**src/rtl/instr_loader_if.sv**
```systemverilog
// Byte-stream input and instruction RAM write port of the program loader.
// The loader is the slave end; the byte source / RAM model is the master end.
interface instr_loader_if #(
    parameter int addr_w      = 8,
    parameter int instr_width = 9
);
    logic [7:0]             byte_in;
    logic                   byte_valid;
    logic                   byte_ready;
    logic                   wr_en;
    logic [addr_w-1:0]      wr_addr;
    logic [instr_width-1:0] wr_data;

    modport master (
        output byte_in, byte_valid,
        input  byte_ready, wr_en, wr_addr, wr_data
    );

    modport slave (
        input  byte_in, byte_valid,
        output byte_ready, wr_en, wr_addr, wr_data
    );
endinterface

```
**src/rtl/instr_loader.sv**
```systemverilog
// Program loader: packs byte pairs into instruction words, writes them from address 0.
// Define CHECKSUM_EN to require a trailing XOR checksum byte after the halt word.
//
// state   | meaning
// S_IDLE  | waiting for start after reset
// S_LO    | waiting for the low byte of a word
// S_HI    | waiting for the high byte of a word
// S_WRITE | wr_en high for one cycle, then decide halt/overflow/continue
// S_CHK   | waiting for the checksum byte (CHECKSUM_EN only)
// S_DONE  | load finished, done/error held until start
module instr_loader #(
    parameter int                     rom_size    = 256,
    parameter int                     instr_width = 9,
    parameter logic [instr_width-1:0] halt_word   = 9'b111000000
) (
    input  logic                      clk,
    input  logic                      reset_n,
    input  logic                      start,
    instr_loader_if.slave             bus,
    output logic [$clog2(rom_size):0] word_count,
    output logic                      busy,
    output logic                      done,
    output logic                      error
);
    localparam int               addr_w     = $clog2(rom_size);
    localparam logic [addr_w:0] full_count = (addr_w + 1)'(rom_size);

    typedef enum logic [2:0] {
        S_IDLE  = 3'd0,
        S_LO    = 3'd1,
        S_HI    = 3'd2,
        S_WRITE = 3'd3,
`ifdef CHECKSUM_EN
        S_CHK   = 3'd4,
`endif
        S_DONE  = 3'd5
    } state_t;

    state_t                 state;
    logic [7:0]             word_lo;
    logic                   wr_en_q;
    logic [addr_w-1:0]      wr_addr_q;
    logic [instr_width-1:0] wr_data_q;
    logic                   ready_c;
    logic                   take;
    logic [addr_w:0]        count_next;
`ifdef CHECKSUM_EN
    logic [7:0]             csum;
`endif

    always_comb begin
        ready_c = (state == S_LO) || (state == S_HI);
`ifdef CHECKSUM_EN
        if (state == S_CHK) ready_c = 1'b1;
`endif
    end

    assign take           = bus.byte_valid && ready_c;
    assign count_next     = word_count + 1'b1;
    assign bus.byte_ready = ready_c;
    assign bus.wr_en      = wr_en_q;
    assign bus.wr_addr    = wr_addr_q;
    assign bus.wr_data    = wr_data_q;

    always_ff @(posedge clk) begin
        if (!reset_n) begin
            state      <= S_IDLE;
            word_lo    <= '0;
            wr_en_q    <= 1'b0;
            wr_addr_q  <= '0;
            wr_data_q  <= '0;
            word_count <= '0;
            busy       <= 1'b0;
            done       <= 1'b0;
            error      <= 1'b0;
`ifdef CHECKSUM_EN
            csum       <= '0;
`endif
        end else begin
            wr_en_q <= 1'b0;
            case (state)
                S_IDLE, S_DONE: begin
                    if (start) begin
                        state      <= S_LO;
                        wr_addr_q  <= '0;
                        word_count <= '0;
                        error      <= 1'b0;
                        done       <= 1'b0;
                        busy       <= 1'b1;
`ifdef CHECKSUM_EN
                        csum       <= '0;
`endif
                    end
                end
                S_LO: begin
                    if (take) begin
                        word_lo <= bus.byte_in;
                        state   <= S_HI;
`ifdef CHECKSUM_EN
                        csum    <= csum ^ bus.byte_in;
`endif
                    end
                end
                S_HI: begin
                    if (take) begin
                        // upper bits of the high byte beyond instr_width are dropped
                        wr_data_q <= {bus.byte_in[instr_width-9:0], word_lo};
                        wr_addr_q <= word_count[addr_w-1:0];
                        wr_en_q   <= 1'b1;
                        state     <= S_WRITE;
`ifdef CHECKSUM_EN
                        csum      <= csum ^ bus.byte_in;
`endif
                    end
                end
                S_WRITE: begin
                    word_count <= count_next;
                    if (wr_data_q == halt_word) begin
`ifdef CHECKSUM_EN
                        state <= S_CHK;
`else
                        state <= S_DONE;
                        busy  <= 1'b0;
                        done  <= 1'b1;
                        error <= 1'b0;
`endif
                    end else if (count_next == full_count) begin
                        state <= S_DONE;
                        busy  <= 1'b0;
                        done  <= 1'b1;
                        error <= 1'b1;
                    end else begin
                        state <= S_LO;
                    end
                end
`ifdef CHECKSUM_EN
                S_CHK: begin
                    if (take) begin
                        state <= S_DONE;
                        busy  <= 1'b0;
                        done  <= 1'b1;
                        error <= (bus.byte_in != csum);
                    end
                end
`endif
                default: state <= S_IDLE;
            endcase
        end
    end
endmodule

```
**src/flat_wrapper.sv**
```systemverilog
// flat-port wrapper written by rule: the top's interface ports become plain ports
module instr_loader_flat 
#(
    parameter int                     rom_size    = 256,
    parameter int                     instr_width = 9,
    parameter logic [instr_width-1:0] halt_word   = 9'b111000000
)
  (clk, reset_n, start, word_count, busy, done, error, bus_byte_in, bus_byte_valid, bus_byte_ready, bus_wr_en, bus_wr_addr, bus_wr_data);
  instr_loader_if #(.addr_w(8), .instr_width(instr_width)) bus_i ();
  input  logic clk;
  input  logic reset_n;
  input  logic start;
  output logic [$clog2(rom_size):0] word_count;
  output logic busy;
  output logic done;
  output logic error;
  input wire logic [$bits(bus_i.byte_in)-1:0] bus_byte_in;
  input wire logic [$bits(bus_i.byte_valid)-1:0] bus_byte_valid;
  output wire logic [$bits(bus_i.byte_ready)-1:0] bus_byte_ready;
  output wire logic [$bits(bus_i.wr_en)-1:0] bus_wr_en;
  output wire logic [$bits(bus_i.wr_addr)-1:0] bus_wr_addr;
  output wire logic [$bits(bus_i.wr_data)-1:0] bus_wr_data;
  assign bus_i.byte_in = bus_byte_in;
  assign bus_i.byte_valid = bus_byte_valid;
  assign bus_byte_ready = bus_i.byte_ready;
  assign bus_wr_en = bus_i.wr_en;
  assign bus_wr_addr = bus_i.wr_addr;
  assign bus_wr_data = bus_i.wr_data;
  instr_loader #(.rom_size(rom_size), .instr_width(instr_width), .halt_word(halt_word)) u_core (.clk(clk), .reset_n(reset_n), .start(start), .bus(bus_i), .word_count(word_count), .busy(busy), .done(done), .error(error));
endmodule
```
**config.mk**
```make
export PLATFORM = sky130hd
export DESIGN_NAME = instr_loader_flat
export DESIGN_NICKNAME = d
export VERILOG_FILES = /design/src/rtl/instr_loader_if.sv /design/src/rtl/instr_loader.sv /design/src/flat_wrapper.sv
export SDC_FILE = /design/constraint.sdc
export NUM_CORES = 1
export LEC_CHECK = 0
export ABC_AREA = 1
export CORE_UTILIZATION = 44
export DETAILED_ROUTE_END_ITERATION = 10
export PLACE_DENSITY = 0.77
export SLEW_MARGIN = 0
export SYNTH_ARGS = -nofsm -noshare
export SYNTH_HDL_FRONTEND = slang
export SYNTH_SLANG_ARGS = --single-unit
export TNS_END_PERCENT = 100
```
**constraint.sdc**
```tcl
create_clock -name clk -period 1.52 [get_ports clk]
set_clock_uncertainty 0.2 [all_clocks]
set_input_delay 0.152 -clock clk [delete_from_list [all_inputs] [get_ports clk]]
set_output_delay 0.152 -clock clk [all_outputs]
set_load 0.1 [all_outputs]
```
# ---- Word level (Yosys, flattened, before mapping)
# Cells that the tools add are included.
dict set report totals {
  regBits 41
  latch_bits 0
  ramBits 0
  mem_bits_ro 0
  inputBits 12
  out_inout_bits 31
  word_cells 55
  mem_count 0
}
dict set report op_classes {
  n_addsub 1
  multipliers 0
  n_div 0
  order_cmp 0
  eq_ne 10
  shifts 0
  mux 22
  bitwise 0
  reduce_logical 13
}
# op count
set ops {}
lappend ops {{$eq A9 B9 Y1 const B} 2}
lappend ops {{$pmux W9 S2} 1}
lappend ops {{$mux W8} 2}
lappend ops {{$pmux W8 S2} 1}
lappend ops {{$mux W3} 5}
lappend ops {{$pmux W3 S4} 1}
lappend ops {{$add A9 B1 Y9 const B} 1}
lappend ops {{$mux W9} 1}
lappend ops {{$reduce_and A3 Y1} 3}
lappend ops {{$mux W1} 8}
lappend ops {{$reduce_and A2 Y1} 4}
lappend ops {{$eq A3 B2 Y1 const B} 2}
lappend ops {{$pmux W1 S2} 3}
lappend ops {{$ne A2 B1 Y1 const B} 2}
lappend ops {{$reduce_bool A2 Y1} 2}
lappend ops {{$eq A3 B1 Y1 const B} 1}
lappend ops {{$eq A3 B3 Y1 const B} 1}
lappend ops {{$logic_not A3 Y1} 1}
lappend ops {{$ne A3 B1 Y1 const B} 1}
lappend ops {{$ne A2 B2 Y1 const B} 1}
lappend ops {{$reduce_or A2 Y1} 1}
lappend ops {{$logic_and A1 B1 Y1} 1}
lappend ops {{$logic_or A1 B1 Y1} 1}

# ---- Longest topological paths before layout
dict set report logic_depth {
  ltp_word 5
  depth_mapped 13
  mapped_depth_nobuf 13
}

# ---- Worst setup path after synthesis
# Ideal clock, no wire load.
dict set report synth_timing {
  path_kind {register -> register}
  start {reg u_core.word_count[0]}
  end {reg u_core.error}
  setup_ps 109
  arrival_ps 2194
  required_time_ps 1211
  setup_slack_ps -982
  path_stages_with_launch 13
  path_buffers 0
  period_less_slack_ps 2502
  cell_sequence {dfxtp_1 -> ha_1 -> nand2_2 -> nor2_2 -> nand3_1 -> nand2_1 -> nor2_1 -> nand3_1 -> nand2_1 -> nand2_2 -> nand3_1 -> nand2_1 -> inv_1}
}
dict set report synth_via {
  elab_chain_cells 4
}
# item line
set synth_rtl {}
lappend synth_rtl {{start, declared} instr_loader.sv:20} ;# output logic [$clog2(rom_size):0] word_count,
lappend synth_rtl {{start signal, assigned} instr_loader.sv:117} ;# word_count <= count_next;
lappend synth_rtl {{$add A9 B1 Y9} instr_loader.sv:59} ;# assign count_next = word_count + 1'b1;
lappend synth_rtl {{$eq A9 B9 Y1} instr_loader.sv:127} ;# end else if (count_next == full_count) begin
lappend synth_rtl {{$ne A3 B1 Y1 (no line)} n/a}
lappend synth_rtl {{$reduce_and A3 Y1 (no line)} n/a}
lappend synth_rtl {{end signal, assigned} instr_loader.sv:75} ;# error <= 1'b0;
lappend synth_rtl {{end signal, assigned} instr_loader.sv:125} ;# error <= 1'b0;
lappend synth_rtl {{end signal, assigned} instr_loader.sv:131} ;# error <= 1'b1;
lappend synth_rtl {{end, declared} instr_loader.sv:23} ;# output logic error
# No other way between the ends.
# A chain may end at the register's enable or synchronous reset.

# ---- Final worst setup path
dict set report layout_timing {
  start {reg u_core.word_count[1]}
  end {reg u_core.busy}
}
dict set report layout_via {
  elab_chain_cells 4
}
# item line
set layout_rtl {}
lappend layout_rtl {{$add A9 B1 Y9} instr_loader.sv:59}
lappend layout_rtl {{$eq A9 B9 Y1} instr_loader.sv:127}
lappend layout_rtl {{$ne A3 B1 Y1 (no line)} n/a}
lappend layout_rtl {{$reduce_and A3 Y1 (no line)} n/a}
lappend layout_rtl {{end signal, assigned} instr_loader.sv:73} ;# busy <= 1'b0;
lappend layout_rtl {{end signal, assigned} instr_loader.sv:123} ;# busy <= 1'b0;
lappend layout_rtl {{end signal, assigned} instr_loader.sv:129} ;# busy <= 1'b0;
lappend layout_rtl {{end, declared} instr_loader.sv:21} ;# output logic busy,
# No other way between the ends.

==> results.ini <==
[synth]
synth_warnings = 0
synth-xor-area-share_pct = 0.495
synth_top_family_by_area = simple AND/OR/NAND/NOR gates
yosys_register_bits = 41
syn_area_per_cell_um2 = 7.11
async_flop_share_pct = 0
synth_fa_ha_area_share_pct = 1.41
netlist.area_leader.share_pct = 46.4
synthFlopType = dfxtp_1
yosys.area.top_type = dfxtp_1
synth_cells = 249
synthMuxAreaShare_pct = 0
synthSimpleGateAreaFrac_pct = 29.6
synth_compound_area_share_pct = 14.8
synthesis.nets = 263
synth_edf_count = 0
synth.area.top_cells = dfxtp_1 46%, nand2_1 11%, nor2_1 9.3%, a21oi_1 6.2%, o21ai_0 5.4%
syn_area_mm2 = 0.00177
yosysSeqAreaShare_pct = 46.4
synth_cell_types = 22

[setup_path]
critPathArrivalTime_ns = 2.03
path_buf_inv = 1
crit_path_cell_trace = ha_4 > nand2_4 > nor2_4 > nand2_2 > nand2_2 > nand2_2 > nor2_1 > nand3_1 > nand2_1 > nand2_2 > o211ai_1 > inv_1
worstReg2RegStart = u_core.word_count[1]$_SDFFE_PN0P_
path_class = reg -> reg
cp_common_cell = nand2_2
cpPeakStageDelay_ns = 0.42
r2r_cells = 12
crit_fanout = 5
critPathCaptureType = flop
cpLargestDelayFamily = simple AND/OR/NAND/NOR gates
rrSetupSlack_ns = -0.51
crit_required_ns = 1.52
r2r-end = u_core.busy$_SDFFE_PN0P_
cp_slowest_cell = dfxtp_4
cp-start-kind = flop

[drt]
antenna_left = 0
first_pass_iters = 5
route.vias.total = 2424
drc = 0
wl_per_cell_um = 23.0
vias_per_cell = 6.22
drtIter0Drc = 313
routed_wl_um = 8990

[sta]
period_share_pct = 133
setup_slack_ns = -0.509
rsz0062_at_grt = true
worstMarginPinSlew_ns = 0.460
finalHoldViolations = 0
slew_viol_final = 0
finalCriticalPeriod_ns = 2.03
slew_headroom_pct = 69.0
holdWs_ns = 0.234
max_freq_ghz = 0.493
setup_violations = 41

[pwr]
power_density_mw_per_mm2 = 1040
leakagePower_nw = 1.45
vdd_drop_max_v = 0.000858

[clocking]
htree_levels = 2
numCtsBuffers = 5
clkSinkCount = 41
cts_buffer_depth = 2
cts_tree = built
clk_pin_slew_ns = 0.10
root_buffer = clkbuf_8
holdBufCountCts = 0
clock_latency_ns = 0.33

[finish]
drive_gt1_share_pct = 54.7
instances_no_fill = 390
mostFrequentLayoutCell = nor2_1
area_growth_pct = 97.4
final_nets = 355
final_cell_mix = 36 x nor2_1, 35 x buf_4, 34 x buf_12
num_antenna_cells = 0

[min_path]
hold_path.class = in -> reg
hp-start = bus_byte_in[6]
holdPathEnd = u_core.word_lo[6]$_SDFFE_PN0P_
whs_path_depth = 3

[floorplanning]
rows = 22
fp.dieW_um = 65.4
die_height_um = 65.4
pin_count = 43
core_area_mm2 = 0.00377
start_util_pct = 46.9
die_area_mm2 = 0.00428

[grt]
grt_pass1_wl_um = 10200
grt_use_total_pct = 32.6
overflow = 0
antenna_found_initial = 0
grt_max_degree = 18
first_global_vias = 2180

[placement]
routabilityCongestion = 0.912
port_buffers = 42
dp.cells = 373
hpwlAfterDp_um = 3790

[job]
maxCapViolCount = 0

[run_status]
violations = setup timing
status = finished, violations left

==> cells by family after synthesis <==
family	after synthesis
flops	41
compound gates	50
buf+inv	34
simple gates	121
xor+xnor	1
fa+ha+maj	2
==> worst reg2reg max path, cell delays in order (launching register included) <==
cell      delay (ns)
dfxtp_4         0.42
ha_4            0.18
nand2_4         0.06
nor2_4          0.12
nand2_2         0.08
nand2_2         0.07
nand2_2         0.06
nor2_1          0.18
nand3_1         0.11
nand2_1         0.09
nand2_2         0.12
o211ai_1        0.14
inv_1           0.07
==> synthesized netlist by cell type (2+ instances only) <==
| library cell | number |
|---|---|
| a21oi_1 | 22 |
| buf_2 | 2 |
| clkbuf_1 | 3 |
| dfxtp_1 | 41 |
| ha_1 | 2 |
| inv_1 | 21 |
| inv_2 | 7 |
| nand2_1 | 50 |
| nand2_2 | 2 |
| nand3_1 | 15 |
| nor2_1 | 44 |
| nor2_2 | 3 |
| nor2_4 | 4 |
| nor4_1 | 2 |
| o21ai_0 | 19 |
| o21ai_1 | 6 |
==> area by class of cell <==
type	count	area, um^2
clock buffers	5	68.8
clock inverters	3	45.0
fillers	121	279
inverters	29	125
multi-input cells	174	1160
flip-flops and latches	41	858
well taps	48	60.1
repair buffers	90	1170
==> sequential cells by signal (all words and copies together), names as in the netlist <==
| register | cells |
|---|---|
| u_core.busy | 1 |
| u_core.done | 1 |
| u_core.bus.wr_en | 1 |
| u_core.word_lo | 8 |
| u_core.bus.wr_addr | 8 |
| u_core.bus.wr_data | 9 |
| u_core.word_count | 9 |
| u_core.error | 1 |
| u_core.state | 3 |
==> what timing repair did <==
item                                    4_1_cts  5_1_grt
buffers inserted                              6        4
endpoints found under the setup margin       25       36
pin swaps                                    14       25
endpoints found under the hold margin         0        0
gates resized for setup                      27       88
==> where the power goes <==
part	internal (mW)	switching, mW	leakage (nW)
Clock	0.493	0.448	0.0587
Sequential	1.15	0.102	0.343
Combinational	0.551	0.890	1.05
Total	2.19	1.44	1.45
==> worst max-delay path by stage <==
| stage | start | to | depth (start not counted) |
|---|---|---|---|
| after detailed placement | u_core.word_count[1]$_SDFFE_PN0P_ | u_core.busy$_SDFFE_PN0P_ | 12 |
| after global placement | u_core.word_count[1]$_SDFFE_PN0P_ | u_core.busy$_SDFFE_PN0P_ | 11 |
| after floorplan | u_core.word_count[1]$_SDFFE_PN0P_ | u_core.busy$_SDFFE_PN0P_ | 12 |
| final | u_core.word_count[1]$_SDFFE_PN0P_ | u_core.busy$_SDFFE_PN0P_ | 12 |
| after global routing | u_core.word_count[1]$_SDFFE_PN0P_ | u_core.busy$_SDFFE_PN0P_ | 12 |
| after CTS | u_core.word_count[0]$_SDFFE_PN0P_ | u_core.busy$_SDFFE_PN0P_ | 12 |
==> metrics by stage <==
stage          setup WS, ns  total power, mW  area [um^2]  util [%]  setup TNS [ns]
2_1_floorplan        -0.304             1.85         1830         -           -1.12
3_3_place_gp        -0.0990             2.31         2920      77.4          -0.381
3_5_place_dp         -0.166             2.34         2920      77.4           -1.15
4_1_cts              -0.148             3.31         3170      84.0          -0.803
5_1_grt              -0.561             3.71         3490      92.6           -6.88
6_report             -0.509             3.63         3490      92.6           -5.55
==> per-layer routing <==
metal	routed length, um	part of all wire, %	track usage, %	vias to the layer above
met4	783	8.7	24.7	0
met3	745	8.3	8.85	79
met1	3210	36	32.5	1157
met2	4250	47	57.2	208
met5	0	0	0	-
li1	-	-	-	980
Power figures use the tool's default switching activity.
==> variant 1, RTL diff (config.mk and constraints unchanged) <==
Register the output `word_count` once more; this adds one clock of latency there. The other outputs are not delayed to match.
--- a/src/rtl/instr_loader.sv
+++ b/src/rtl/instr_loader.sv
@@ -36,6 +36,8 @@
         S_DONE  = 3'd5
     } state_t;
 
+    logic [$clog2(rom_size):0] word_count_s0;
+
     state_t                 state;
     logic [7:0]             word_lo;
     logic                   wr_en_q;
@@ -56,7 +58,7 @@
     end
 
     assign take           = bus.byte_valid && ready_c;
-    assign count_next     = word_count + 1'b1;
+    assign count_next     = word_count_s0 + 1'b1;
     assign bus.byte_ready = ready_c;
     assign bus.wr_en      = wr_en_q;
     assign bus.wr_addr    = wr_addr_q;
@@ -69,7 +71,7 @@
             wr_en_q    <= 1'b0;
             wr_addr_q  <= '0;
             wr_data_q  <= '0;
-            word_count <= '0;
+            word_count_s0 <= '0;
             busy       <= 1'b0;
             done       <= 1'b0;
             error      <= 1'b0;
@@ -83,7 +85,7 @@
                     if (start) begin
                         state      <= S_LO;
                         wr_addr_q  <= '0;
-                        word_count <= '0;
+                        word_count_s0 <= '0;
                         error      <= 1'b0;
                         done       <= 1'b0;
                         busy       <= 1'b1;
@@ -105,7 +107,7 @@
                     if (take) begin
                         // upper bits of the high byte beyond instr_width are dropped
                         wr_data_q <= {bus.byte_in[instr_width-9:0], word_lo};
-                        wr_addr_q <= word_count[addr_w-1:0];
+                        wr_addr_q <= word_count_s0[addr_w-1:0];
                         wr_en_q   <= 1'b1;
                         state     <= S_WRITE;
 `ifdef CHECKSUM_EN
@@ -114,7 +116,7 @@
                     end
                 end
                 S_WRITE: begin
-                    word_count <= count_next;
+                    word_count_s0 <= count_next;
                     if (wr_data_q == halt_word) begin
 `ifdef CHECKSUM_EN
                         state <= S_CHK;
@@ -147,5 +149,9 @@
             endcase
         end
     end
+    always_ff @(posedge clk) begin
+        word_count <= word_count_s0;
+    end
+
 endmodule
 
Function: changed (a bounded check fails within 10 cycles, from zero or initial values and one cycle with reset_n low).
==> variant 1 against the original RTL <==
  * The flow still finishes with violations (setup timing)
  * Sequential cell count up 9
  * Setup slack improved by 0.26 ns
  * Via count decreased by 17%
  * Sequential power rose by 22%
  * Total power up 8.1%
  * Area after synthesis increased by 12%
  * Final area fell by 2.1%
  * Routed wire length down 41%
  * Critical endpoint is now bus_byte_ready
  * Largest power group unchanged
  * Highest routed layer unchanged
==> variant 1: results (changes against the original RTL) <==
[sta]
tightest_slew_ns=0.2515  ; -0.2089 ns
layout_setup_ws_ns=-0.2518  ; +0.2568 ns
finalSetupViolCount=25  ; -39%

[pwr]
power.internal_mw=2.393  ; +9.2%
max-vdd-ir-drop_v=0.0008650  ; +0.78%
clock_power_share=0.194  ; -0.065
p_leak_nw=1.366  ; -5.6%

[final_layout]
nNonClkInverters=32  ; +10%
multiInputGateArea_um2=1026  ; -12%
multi_input_gates=171  ; -1.7%
design.seq.count=50  ; +22%
layout.nonclk_buf_frac=0.3131  ; -0.02193
clk_share=0.02527  ; -0.007339
n_clock_buffer=6  ; +1
sh_seq_area=0.3043  ; +0.05849
buffers=81  ; -10%
nFillCells=250  ; +110%
drive_gt1_frac=0.4386  ; -0.1082

[global_routing]
grt_usage=0.2234  ; -0.1031
grt_max_degree=17  ; -1
grt_pass1_vias=1946  ; -11%

[worst_setup_path]
worst-r2r-cell-count=11  ; -1
rrSetupSlack_ns=-0.24  ; +0.27 ns
crit_arrival_ns=1.42  ; -0.61 ns
critPathTopFamily=buffers and inverters
cp_max_fo=3  ; -2
endpoint=bus_byte_ready
rr_startpoint=u_core.word_count_s0[0]$_SDFFE_PN0P_
slowest_delay_ns=0.35  ; -0.07 ns
cp_slowest_cell=dfxtp_2
startpoint=u_core.state[2]$_SDFFE_PN0P_

[hold_path]
hp-start=u_core.word_count_s0[6]$_SDFFE_PN0P_
hp-class=reg2reg

[route]
met2_length_mm=2.771  ; -35%
drt_iter0_drc=145  ; -54%
vias=2000  ; -17%
met1_length_mm=2.197  ; -32%
dr.pass1.iters=4  ; -1
wire_per_inst_um=13.48  ; -42%
wl_met3_um=209  ; -72%

[placed_design]
dp_hpwl_mm=3.378  ; -11%
gp_congestion=0.8798  ; -3.5%

[logic_synthesis]
synth-compound-area-share=0.1452  ; -0.002606
synthXorXnorAreaFrac=0.004419  ; -0.0005313
yosysUniqueCellTypes=23  ; +4.5%
synth_fa_ha_area_frac=0.01263  ; -0.001518
syn-num-nets=274  ; +4.2%
synth_common_cells=dfxtp_1 (50), nand2_1 (49), nor2_1 (39)

[clocking]
clk_latency_ns=0.31  ; -0.02 ns

[run_status]
status=complete, but fails checks
violations=setup timing

variant 1: cell count changes after synthesis, sizes merged, moves of 2 or more:
| cell | delta |
|---|---|
| nor2 | -7 |
| buf | +2 |
| nor4 | -2 |
| dfxtp | +9 |
| inv | +4 |
| nand2 | -3 |
| nand4 | +2 |
| a21oi | +7 |
variant 1: repair_timing:
| action | in CTS | in global routing |
|---|---|---|
| gates cloned | 0 | 0 |
| gates resized for setup | 47 | 42 |
| buffers inserted | 8 | 3 |
| endpoints found under the setup margin | 37 | 42 |
| pin swaps | 19 | 16 |
variant 1: metal layers:
layer,GRT usage,up-vias
met4,0.09751,0
met5,0,-
li1,-,992
met2,0.4024,58
met1,0.2500,937
met3,0.04971,13
variant 1: stage by stage:
step / setup TNS (ns) / instances / area [um2]
after global routing: -4.979 / 394 / 3417
after global placement: -2.059 / 376 / 3018
final: -3.000 / 394 / 3417
after CTS: -2.339 / 392 / 3308
after floorplan: -1.535 / 260 / 2047
after detailed placement: -3.341 / 376 / 3018
==> variant 2, RTL diff (config.mk and constraints unchanged) <==
Made on the original files. Add a define of `CHECKSUM_EN`.
--- a/src/rtl/instr_loader.sv
+++ b/src/rtl/instr_loader.sv
@@ -8,6 +8,8 @@
 // S_WRITE | wr_en high for one cycle, then decide halt/overflow/continue
 // S_CHK   | waiting for the checksum byte (CHECKSUM_EN only)
 // S_DONE  | load finished, done/error held until start
+`define CHECKSUM_EN
+
 module instr_loader #(
     parameter int                     rom_size    = 256,
     parameter int                     instr_width = 9,
Formal check against the unedited RTL: not equivalent (Yosys sat finds a counterexample within 10 cycles, from zero or initial values and one cycle with reset_n low).
==> variant 2 against the original RTL <==
  * The flow still finishes with violations (setup timing)
  * Via count up 16%
  * Clock power decreased by 1%
  * Area after synthesis up 26%
  * Final area rose by 17%
  * Routed wire length increased by 3.4%
  * Count of clock-buffer cells in the layout is the same
  * Setup slack gained 0.030 ns
  * Hold slack improved by 0.075 ns
  * Combinational power rose to 3.3 times the old value
  * Sequential cell count rose by 8
  * Maximum frequency increased by 1.5%
  * Utilization shrank 8.1 points
  * Total power increased by 100%
  * Largest cell class is now multi-input combinational cells
  * Highest routed layer unchanged
==> variant 2: results (changes against the original RTL) <==
[run_status]
status=complete, but fails checks
violations=setup timing

[final_layout]
nFillCells=245  ; +100%
drive_gt1_frac=0.4928  ; -0.05400
final_nets=429  ; +21%
final_area_um2=4073  ; +17%

[logic_synthesis]
synth.area.top_cells=dfxtp_1 (44%), nand2_1 (10%), o21ai_0 (7.6%), a21oi_1 (7.4%), nor2_1 (6.1%)
syn-num-nets=324  ; +23%
ys_seq_area_frac=0.4395  ; -0.02447
yosysUniqueCellTypes=28  ; +27%

[clocking]
cts-htree-levels=2  ; unchanged
clk_latency_ns=0.31  ; -0.02 ns

[placed_design]
dp_hpwl_mm=4.265  ; +13%
gp_congestion=0.8838  ; -3.1%
dp_slack_ns=-0.2409  ; -0.07488 ns
dpl_cell_area_um2=3478  ; +19%

[sta]
tightest_slew_ns=0.3558  ; -0.1046 ns
finalSetupViolCount=46  ; +12%
layout_setup_ws_ns=-0.4785  ; +0.03012 ns

[worst_setup_path]
cp_max_fo=3  ; -2
slowest_delay_ns=0.40  ; -0.02 ns

[route]
drt_iter0_drc=384  ; +23%
wire_per_inst_um=19.23  ; -17%
viasPerCell=5.822  ; -6.3%

[pwr]
sw_frac_of_total=0.4829  ; +0.08635
max-vdd-ir-drop_v=0.002419  ; +180%

[global_routing]
grt_pass1_vias=2581  ; +18%
grt_first_pass_wirelength_mm=11.70  ; +14%
grt_max_degree=28  ; +10

==> variant 2: cell families after synthesis <==
logic type      after synthesis  synth area share
flops                        49            0.4395
compound gates               72            0.1721
xor+xnor                      9           0.03532
buf+inv                      40           0.07174
simple gates                140            0.2758
fa+ha+maj                     1          0.005604
==> variant 2: power groups by stage <==
stage | clock network (mW) | registers (mW) | logic [mW]
3_3_place_gp | 0 | 1.70 | 3.00
2_1_floorplan | 0 | 2.16 | 1.56
3_5_place_dp | 0 | 1.71 | 3.06
6_report | 0.931 | 1.75 | 4.70
4_1_cts | 0.917 | 1.69 | 3.72
5_1_grt | 0.976 | 1.77 | 4.88
==> variant 2: critical path, delay by kind of cell, from the launching register on <==
| family | cells | cell delay, ns |
|---|---|---|
| adders and majority gates | 1 | 0.17 |
| DFF | 1 | 0.40 |
| and+or+nand+nor | 5 | 0.62 |
| AOI/OAI and AO/OA | 3 | 0.53 |
==> variant 2: worst paths after layout <==
path,cells after the start,slack (ns),to,startpoint
hold / removal,2,0.31,u_core.bus.wr_addr[6]$_SDFFE_PN0P_,u_core.bus.wr_addr[6]$_SDFFE_PN0P_
setup reg to reg,9,-0.48,u_core.state[2]$_SDFFE_PN0P_,u_core.word_count[0]$_SDFFE_PN0P_
hold reg to reg,2,0.31,u_core.bus.wr_addr[6]$_SDFFE_PN0P_,u_core.bus.wr_addr[6]$_SDFFE_PN0P_
setup / recovery,9,-0.48,u_core.state[2]$_SDFFE_PN0P_,u_core.word_count[0]$_SDFFE_PN0P_
==> variant 2: final cells by class <==
class / count / area share
clock inverters: 2 / 0.008602
flip-flops and latches: 49 / 0.2565
inverters: 32 / 0.03564
repair buffers: 104 / 0.3054
clock buffers: 5 / 0.01690
well taps: 67 / 0.02058
repair inverters: 1 / 0.001843
multi-input cells: 223 / 0.3545
==> variant 2: timing repair <==
| item | 4_1_cts | 5_1_grt |
|---|---|---|
| pin swaps | 13 | 29 |
| gates cloned | 2 | 0 |
| setup endpoints to repair | 45 | 46 |
| resized for setup | 45 | 57 |
| buffers inserted | 8 | 10 |
==> variant 2: metal layers <==
metal	wire [um]	global-route usage
met2	4843	0.5298
met3	665	0.05663
met1	3335	0.3094
met5	0	0
met4	445	0.1656
==> variant 2: stage by stage <==
step	std cells	power [mW]	TNS [ns]	hold slack (ns)
final	483	7.384	-7.975	0.3094
after global routing	483	7.619	-9.853	0.3234
after CTS	474	6.335	-2.912	0.2924
after detailed placement	457	4.764	-5.587	0.2694
after global placement	457	4.703	-4.328	0.2636
after floorplan	311	3.719	-1.213	0.08044
